### src/rtl/fetch_pkg.sv
// Shared types and constants for the instruction fetch stage.
//   fetch_state_t : fetch controller states
//   NOP_INSTR     : filler instruction presented to decode when nothing is valid
//   fetch_pkt_t   : one fetched instruction with its PC and PC+4
package fetch_pkg;

    typedef enum logic [1:0] {
        IDLE,
        REQ,
        DROP,
        HOLD
    } fetch_state_t;

    localparam logic [31:0] NOP_INSTR = 32'h00000013;

    typedef struct packed {
        logic [31:0] instr;
        logic [31:0] pc;
        logic [31:0] pc_plus4;
    } fetch_pkt_t;

    // Force a byte address onto a word boundary.
    function automatic logic [31:0] align_word(input logic [31:0] a);
        return a & ~32'd3;
    endfunction

endpackage

### src/rtl/fetch_skid_buf.sv
// One-entry holding buffer for an instruction that arrived while decode was stalled.
//   clk, rst : clock and synchronous active-high reset
//   load     : capture din
//   clear    : empty the buffer (wins over load)
//   din      : packet to capture
//   dout     : stored packet
//   valid    : buffer holds a packet
module fetch_skid_buf
    import fetch_pkg::*;
(
    input  logic       clk,
    input  logic       rst,
    input  logic       load,
    input  logic       clear,
    input  fetch_pkt_t din,
    output fetch_pkt_t dout,
    output logic       valid
);

    always_ff @(posedge clk) begin
        if (rst) begin
            valid <= 1'b0;
            dout  <= '0;
        end else if (clear) begin
            valid <= 1'b0;
        end else if (load) begin
            valid <= 1'b1;
            dout  <= din;
        end
    end

endmodule

### src/rtl/fetch_controller.sv
// IF-stage sequencer: owns the fetch PC, drives a single-outstanding req/ack
// instruction-memory port and presents registered InstrD/PCD/PCPlus4D/ValidD to decode.
//   clk, rst             : clock, synchronous active-high reset
//   PCSrcE, PCTargetE    : execute-stage redirect and its target
//   StallF               : decode cannot accept a new instruction
//   imem_req/addr        : memory request and word address (stable until ack)
//   imem_ack/rdata       : memory completion and returned instruction
//   InstrD/PCD/PCPlus4D  : decode-stage instruction and PCs, qualified by ValidD
//   busy                 : controller has left IDLE
// Optional: define FETCH_PERF_EN to add perf_fetched / perf_stall counters.
module fetch_controller
    import fetch_pkg::*;
#(
    parameter logic [31:0] RESET_PC  = 32'h00000000,
    parameter logic [31:0] NOP_INSTR = fetch_pkg::NOP_INSTR
) (
    input  logic        clk,
    input  logic        rst,
    input  logic        PCSrcE,
    input  logic [31:0] PCTargetE,
    input  logic        StallF,
    output logic        imem_req,
    output logic [31:0] imem_addr,
    input  logic        imem_ack,
    input  logic [31:0] imem_rdata,
    output logic [31:0] InstrD,
    output logic [31:0] PCD,
    output logic [31:0] PCPlus4D,
    output logic        ValidD,
    output logic        busy
`ifdef FETCH_PERF_EN
    ,
    output logic [31:0] perf_fetched,
    output logic [31:0] perf_stall
`endif
);

    fetch_state_t state_q, state_d;
    logic [31:0]  pc_q, pc_d;
    logic [31:0]  addr_q, addr_d;
    fetch_pkt_t   d_q, d_d;
    logic         valid_q, valid_d;

    logic         buf_load, buf_clear, buf_valid;
    fetch_pkt_t   buf_pkt, fetched;
    logic         accept;
    logic [31:0]  target;

    fetch_skid_buf u_skid (
        .clk   (clk),
        .rst   (rst),
        .load  (buf_load),
        .clear (buf_clear),
        .din   (fetched),
        .dout  (buf_pkt),
        .valid (buf_valid)
    );

    // Decode takes the current D contents this cycle (or there is nothing to take).
    assign accept  = !valid_q || !StallF;
    assign target  = align_word(PCTargetE);
    assign fetched = '{instr: imem_rdata, pc: addr_q, pc_plus4: addr_q + 32'd4};

    always_comb begin
        state_d   = state_q;
        pc_d      = pc_q;
        addr_d    = addr_q;
        d_d       = d_q;
        valid_d   = valid_q;
        buf_load  = 1'b0;
        buf_clear = 1'b0;

        if (accept) begin
            valid_d   = 1'b0;
            d_d.instr = NOP_INSTR;
        end

        unique case (state_q)
            IDLE: begin
                state_d = REQ;
                pc_d    = PCSrcE ? target : pc_q;
                addr_d  = PCSrcE ? target : pc_q;
            end
            REQ: begin
                if (PCSrcE) begin
                    pc_d = target;
                    // Address must stay put until the pending access completes.
                    if (imem_ack) addr_d = target;
                    else          state_d = DROP;
                end else if (imem_ack) begin
                    addr_d = addr_q + 32'd4;
                    pc_d   = addr_q + 32'd4;
                    if (accept) begin
                        d_d     = fetched;
                        valid_d = 1'b1;
                    end else begin
                        buf_load = 1'b1;
                        state_d  = HOLD;
                    end
                end
            end
            DROP: begin
                if (PCSrcE) pc_d = target;
                if (imem_ack) begin
                    state_d = REQ;
                    addr_d  = PCSrcE ? target : pc_q;
                end
            end
            HOLD: begin
                if (PCSrcE) begin
                    pc_d    = target;
                    addr_d  = target;
                    state_d = REQ;
                end else if (!StallF && buf_valid) begin
                    d_d       = buf_pkt;
                    valid_d   = 1'b1;
                    addr_d    = buf_pkt.pc_plus4;
                    pc_d      = buf_pkt.pc_plus4;
                    buf_clear = 1'b1;
                    state_d   = REQ;
                end
            end
            default: state_d = IDLE;
        endcase

        // Redirect squashes whatever sits in D and in the skid buffer.
        if (PCSrcE && state_q != IDLE) begin
            valid_d   = 1'b0;
            d_d.instr = NOP_INSTR;
            buf_clear = 1'b1;
        end
    end

    always_ff @(posedge clk) begin
        if (rst) begin
            state_q <= IDLE;
            pc_q    <= RESET_PC;
            addr_q  <= RESET_PC;
            d_q     <= '{instr: NOP_INSTR, pc: 32'd0, pc_plus4: 32'd0};
            valid_q <= 1'b0;
        end else begin
            state_q <= state_d;
            pc_q    <= pc_d;
            addr_q  <= addr_d;
            d_q     <= d_d;
            valid_q <= valid_d;
        end
    end

    assign imem_req  = (state_q == REQ) || (state_q == DROP);
    assign imem_addr = addr_q;
    assign InstrD    = d_q.instr;
    assign PCD       = d_q.pc;
    assign PCPlus4D  = d_q.pc_plus4;
    assign ValidD    = valid_q;
    assign busy      = (state_q != IDLE);

`ifdef FETCH_PERF_EN
    logic wrote;

    assign wrote = !PCSrcE &&
                   (((state_q == REQ) && imem_ack && accept) ||
                    ((state_q == HOLD) && !StallF && buf_valid));

    always_ff @(posedge clk) begin
        if (rst) begin
            perf_fetched <= 32'd0;
            perf_stall   <= 32'd0;
        end else begin
            if (wrote) perf_fetched <= perf_fetched + 32'd1;
            if ((imem_req && !imem_ack) || (state_q == HOLD)) perf_stall <= perf_stall + 32'd1;
        end
    end
`endif

endmodule

### config.mk
export PLATFORM = sky130hd
export DESIGN_NAME = fetch_controller
export DESIGN_NICKNAME = d
export VERILOG_FILES = /design/src/rtl/fetch_pkg.sv /design/src/rtl/fetch_skid_buf.sv /design/src/rtl/fetch_controller.sv
export SDC_FILE = /design/constraint.sdc
export NUM_CORES = 1
export LEC_CHECK = 0
export CELL_PAD_IN_SITES_DETAIL_PLACEMENT = 2
export CELL_PAD_IN_SITES_GLOBAL_PLACEMENT = 2
export CORE_AREA = 3 3 195 197
export DETAILED_ROUTE_END_ITERATION = 12
export DIE_AREA = 0 0 198 200
export HOLD_SLACK_MARGIN = 0.02
export PLACE_DENSITY = 0.91
export SLEW_MARGIN = 20
export SYNTH_ARGS = -nofsm -noshare
export SYNTH_HDL_FRONTEND = slang
export SYNTH_SLANG_ARGS = --single-unit
### constraint.sdc
create_clock -name clk -period 4.8 [get_ports clk]
set_clock_uncertainty 0.15 [all_clocks]
set_input_delay 0.72 -clock clk [delete_from_list [all_inputs] [get_ports clk]]
set_output_delay 0.72 -clock clk [all_outputs]
set_load 0.02 [all_outputs]
==> tab_implementation.tex <==
\begin{tabular}{lr}
\hline
Metric & Value \\
\hline
\multicolumn{2}{l}{\textbf{Run status}} \\
Status & finished, final reports clean \\
\multicolumn{2}{l}{\textbf{Place}} \\
\# placed instances & 2085 \\
Post-DP HPWL & 34000 µm \\
Routability-driven placement congestion ratio & 0.872 \\
Number of port buffers & 197 \\
\multicolumn{2}{l}{\textbf{Global routing}} \\
Total routing resource utilization after global routing & 28.0\% \\
First-pass GRT wire length & 87700 µm \\
Antenna violations before repair & 3 \\
Via count of the first global-routing pass & 14700 \\
Global-route congestion overflow total & 0 \\
Pin count of the biggest net entering global routing & 104 \\
\multicolumn{2}{l}{\textbf{Worst setup path}} \\
Data arrival time of the critical path & 3.88 ns \\
Element type at the critical path start & flop \\
Delay of the slowest cell on the worst path & 0.66 ns \\
Highest fanout seen on the critical path & 12 \\
Sort of element at the end of the critical path & flop \\
Data required, critical path & 5.08 ns \\
Count of buffering cells on the critical path with inverters included & 1 \\
Series of cell instances along the critical path & ha\_1 -> nand3\_1 -> nor4\_1 -> buf\_4 -> a31oi\_1 -> o311ai\_0 -> a311oi\_1 \\
Slowest stage cell on the critical path & nor4\_1 \\
Kind of cell adding the most delay to the critical path & simple AND/OR/NAND/NOR gates \\
Classification of the worst setup path & reg2reg \\
\multicolumn{2}{l}{\textbf{Pwr}} \\
Maximum VDD drop & 0.287 mV \\
PD cells & 427 nW/µm² \\
Leakage power of the design & 5.21 nW \\
\multicolumn{2}{l}{\textbf{Floorplan}} \\
Number of primary I/O pins & 200 \\
Std-Cell Core Area & 36400 µm² \\
Area of the die & 39600 µm² \\
Starting density of the core & 34.0\% \\
Vertical die dimension & 200 µm \\
Cell Rows & 70 \\
Die X-Extent & 198 µm \\
\multicolumn{2}{l}{\textbf{Synthesis}} \\
Per-instance average area after synthesis & 7.86 µm² \\
Synthesis-stage register bit count & 256 \\
Dominant cells by area after synthesis & dfxtp\_1, a21oi\_1, nand2\_1 \\
Post-synthesis cell type with the largest combined area & dfxtp\_1 \\
Total nets after synthesis & 1651 \\
Gate count after technology mapping & 1577 \\
Summed instance area of the synthesized netlist & 12400 µm² \\
Post-synth EDFFs & 0 \\
Post-synthesis async set-or-reset flop share & 0\% \\
Syn. warnings & 0 \\
Post-synthesis sequential area ratio & 41.4\% \\
Netlist cell types & 63 \\
Ys flop type & dfxtp\_1 \\
Area share of the largest cell type after synthesis & 41.4\% \\
\multicolumn{2}{l}{\textbf{Clocking}} \\
Clock latency of the later-clocked register in the worst-skew pair & 0.58 ns \\
Clock root cell & clkbuf\_16 \\
Hold buffer count at CTS & 0 \\
Total clock sinks & 256 \\
Cells resized by post-CTS repair & 0 \\
TritonCTS clock tree & built \\
Clock-pin transition on the worst setup and hold timing paths & 0.07 ns \\
Number of clock buffers inserted by TritonCTS & 30 \\
\# H-tree levels & 1 \\
Post-CTS setup buffer count & 0 \\
Worst-case clock buffer depth & 3 \\
\multicolumn{2}{l}{\textbf{Timing}} \\
Slew @ Worst Pin & 1.12 ns \\
Relative slew slack & 24.8\% \\
Number of hold-slack violations in the final timing report & 0 \\
Final hold slack & 0.307 ns \\
Unrepaired setup endpoints after global routing & no \\
Number of pins exceeding their max-slew limit in the final report & 0 \\
Setup Total Neg Slack & 0 ns \\
Period minus WS final & 3.60 ns \\
Setup Viol. Count Final & 0 \\
Maximum frequency from static timing analysis & 278 MHz \\
Share of the cycle needed by the critical path after routing & 75.1\% \\
\multicolumn{2}{l}{\textbf{Route}} \\
ANT nets after route & 0 \\
First-pass DRT Iterations & 7 \\
Number of remaining DRC errors & 0 \\
Total Routed Length & 56800 µm \\
Via count & 13400 \\
Number of design-rule violations left by the first detailed-router iteration & 1024 \\
Via/cell ratio & 6.26 \\
Routed wirelength normalized by instance count & 26.5 µm \\
\multicolumn{2}{l}{\textbf{Flow run}} \\
Number of maximum-capacitance violations & 0 \\
\multicolumn{2}{l}{\textbf{Final layout}} \\
Area Overhead vs Synth & 24.7\% \\
Final instance count without filler cells & 2140 \\
Filler cell count & 4023 \\
Share of post-route cells with drive strength above 1 & 7.06\% \\
Net count reported at finish & 1723 \\
\multicolumn{2}{l}{\textbf{Worst hold path}} \\
Type of the tightest min-delay check & reg2reg \\
\hline
\end{tabular}
## per-stage QoR
| step | worst slack (ns) | power [mW] | utilization [%] | instance area (µm²) |
|---|---|---|---|---|
| after detailed placement | 1.24 | 4.25 | 39.7 | 14500 |
| final | 1.20 | 6.60 | 42.4 | 15400 |
| after global placement | 1.32 | 4.17 | 39.7 | 14500 |
| after floorplan | 2.35 | 3.53 | - | 12400 |
| after CTS | 1.35 | 6.61 | 42.4 | 15400 |
| after global routing | 1.13 | 6.85 | 42.4 | 15400 |
## report_power, final
part | switching (mW) | internal (mW) | total, mW
registers | 0.244 | 2.31 | 2.55
logic | 1.09 | 0.642 | 1.74
clock network | 0.978 | 1.33 | 2.31
total | 2.32 | 4.28 | 6.60
## worst paths after layout
check,from,end,slack [ns],cells past startpoint
setup / recovery,imem_addr[2]$_SDFFE_PP0P_,pc_q[24]$_SDFFE_PP0P_,1.20,7
hold reg to reg,pc_q[2]$_SDFFE_PP0P_,pc_q[2]$_SDFFE_PP0P_,0.31,2
setup reg to reg,imem_addr[2]$_SDFFE_PP0P_,pc_q[24]$_SDFFE_PP0P_,1.20,7
hold / removal,pc_q[2]$_SDFFE_PP0P_,pc_q[2]$_SDFFE_PP0P_,0.31,2
## kinds of logic (layout without fill, tap and decap cells)
family                   after synthesis  count (layout)  synth area share, %
AO/OA/AOI/OAI                        496             496                 26.9
XOR/XNOR                              11              11                0.778
adder cells (fa/ha/maj)                5               5                0.505
buffers and inverters                218             312                 7.78
flip-flops                           256             256                 41.4
multiplexers                          25              25                 2.05
other                                  0               1                    0
AND/OR/NAND/NOR                      566             566                 20.6
## layer usage
layer | track usage [%] | up-vias | routed length (µm)
li1 | - | 5881 | -
met1 | 34.0 | 6777 | 22900
met2 | 47.6 | 575 | 26800
met3 | 6.86 | 165 | 4540
met4 | 12.0 | 4 | 2440
met5 | 0 | - | 27
## cell type report
cell class	instances	area [µm²]	share of cell area, %
clock inverter	11	82.6	0.535
sequential	256	5120	33.2
clock buffer	43	891	5.77
inverter	22	82.6	0.535
tap	468	586	3.79
antenna	1	2.50	0.0162
timing repair buffer	236	2300	14.9
multi-input combinational	1103	6370	41.3
## cells in the mapped netlist (all sizes together) (4+ instances only)
cell type  number
o21ai          80
buf            66
o32ai           6
nor3           85
o311a           5
mux2i          22
ha              5
a31oi          32
a211oi         21
nand2         218
or3            21
inv            22
clkbuf        130
nand3          23
nand2b         25
nand4           9
xor2            6
a311oi         21
o311ai          8
nor4           15
a22oi           8
a221oi         71
a222oi         29
o21a            5
xnor2           5
dfxtp         256
a21boi          4
a21oi         166
nor2          151
o211ai         15
or4             4
## worst register-to-register path, delay by kind of cell (launching register included)
family                   cells  cell delay (ns)
AND/OR/NAND/NOR              2             1.16
AO/OA/AOI/OAI                3             1.00
flip-flops                   1             0.59
adder cells (fa/ha/maj)      1             0.29
buffers and inverters        1             0.26
## cell usage in the layout (no fill, tap or decap), types with 4 or more instances in the layout
master	instances
a222oi_1	29
clkbuf_1	5
o211ai_1	15
a31oi_1	32
a311oi_1	21
inv_1	21
nand2_1	218
dfxtp_1	256
a22oi_1	8
nor2_1	149
clkdlybuf4s50_1	195
nor3_1	85
nand4_1	8
o32ai_1	6
clkinv_2	9
xnor2_1	5
clkbuf_8	7
or3_1	21
a21oi_1	166
xor2_1	6
o311a_1	5
mux2i_1	22
o21a_1	5
a211oi_1	20
nand2b_1	25
o21ai_0	79
or4_1	4
nand3_1	21
clkbuf_16	31
o311ai_1	5
nor4_1	11
a221oi_1	70
buf_4	37
## state kept, by name, indices dropped and copies added, names as in the netlist
register and cells:
state_q 2, InstrD 32, PCD 32, imem_addr 32, PCPlus4D 30, u_skid.valid 1, ValidD 1, u_skid.dout 94
pc_q 32
(Power assumes the default switching activity.)
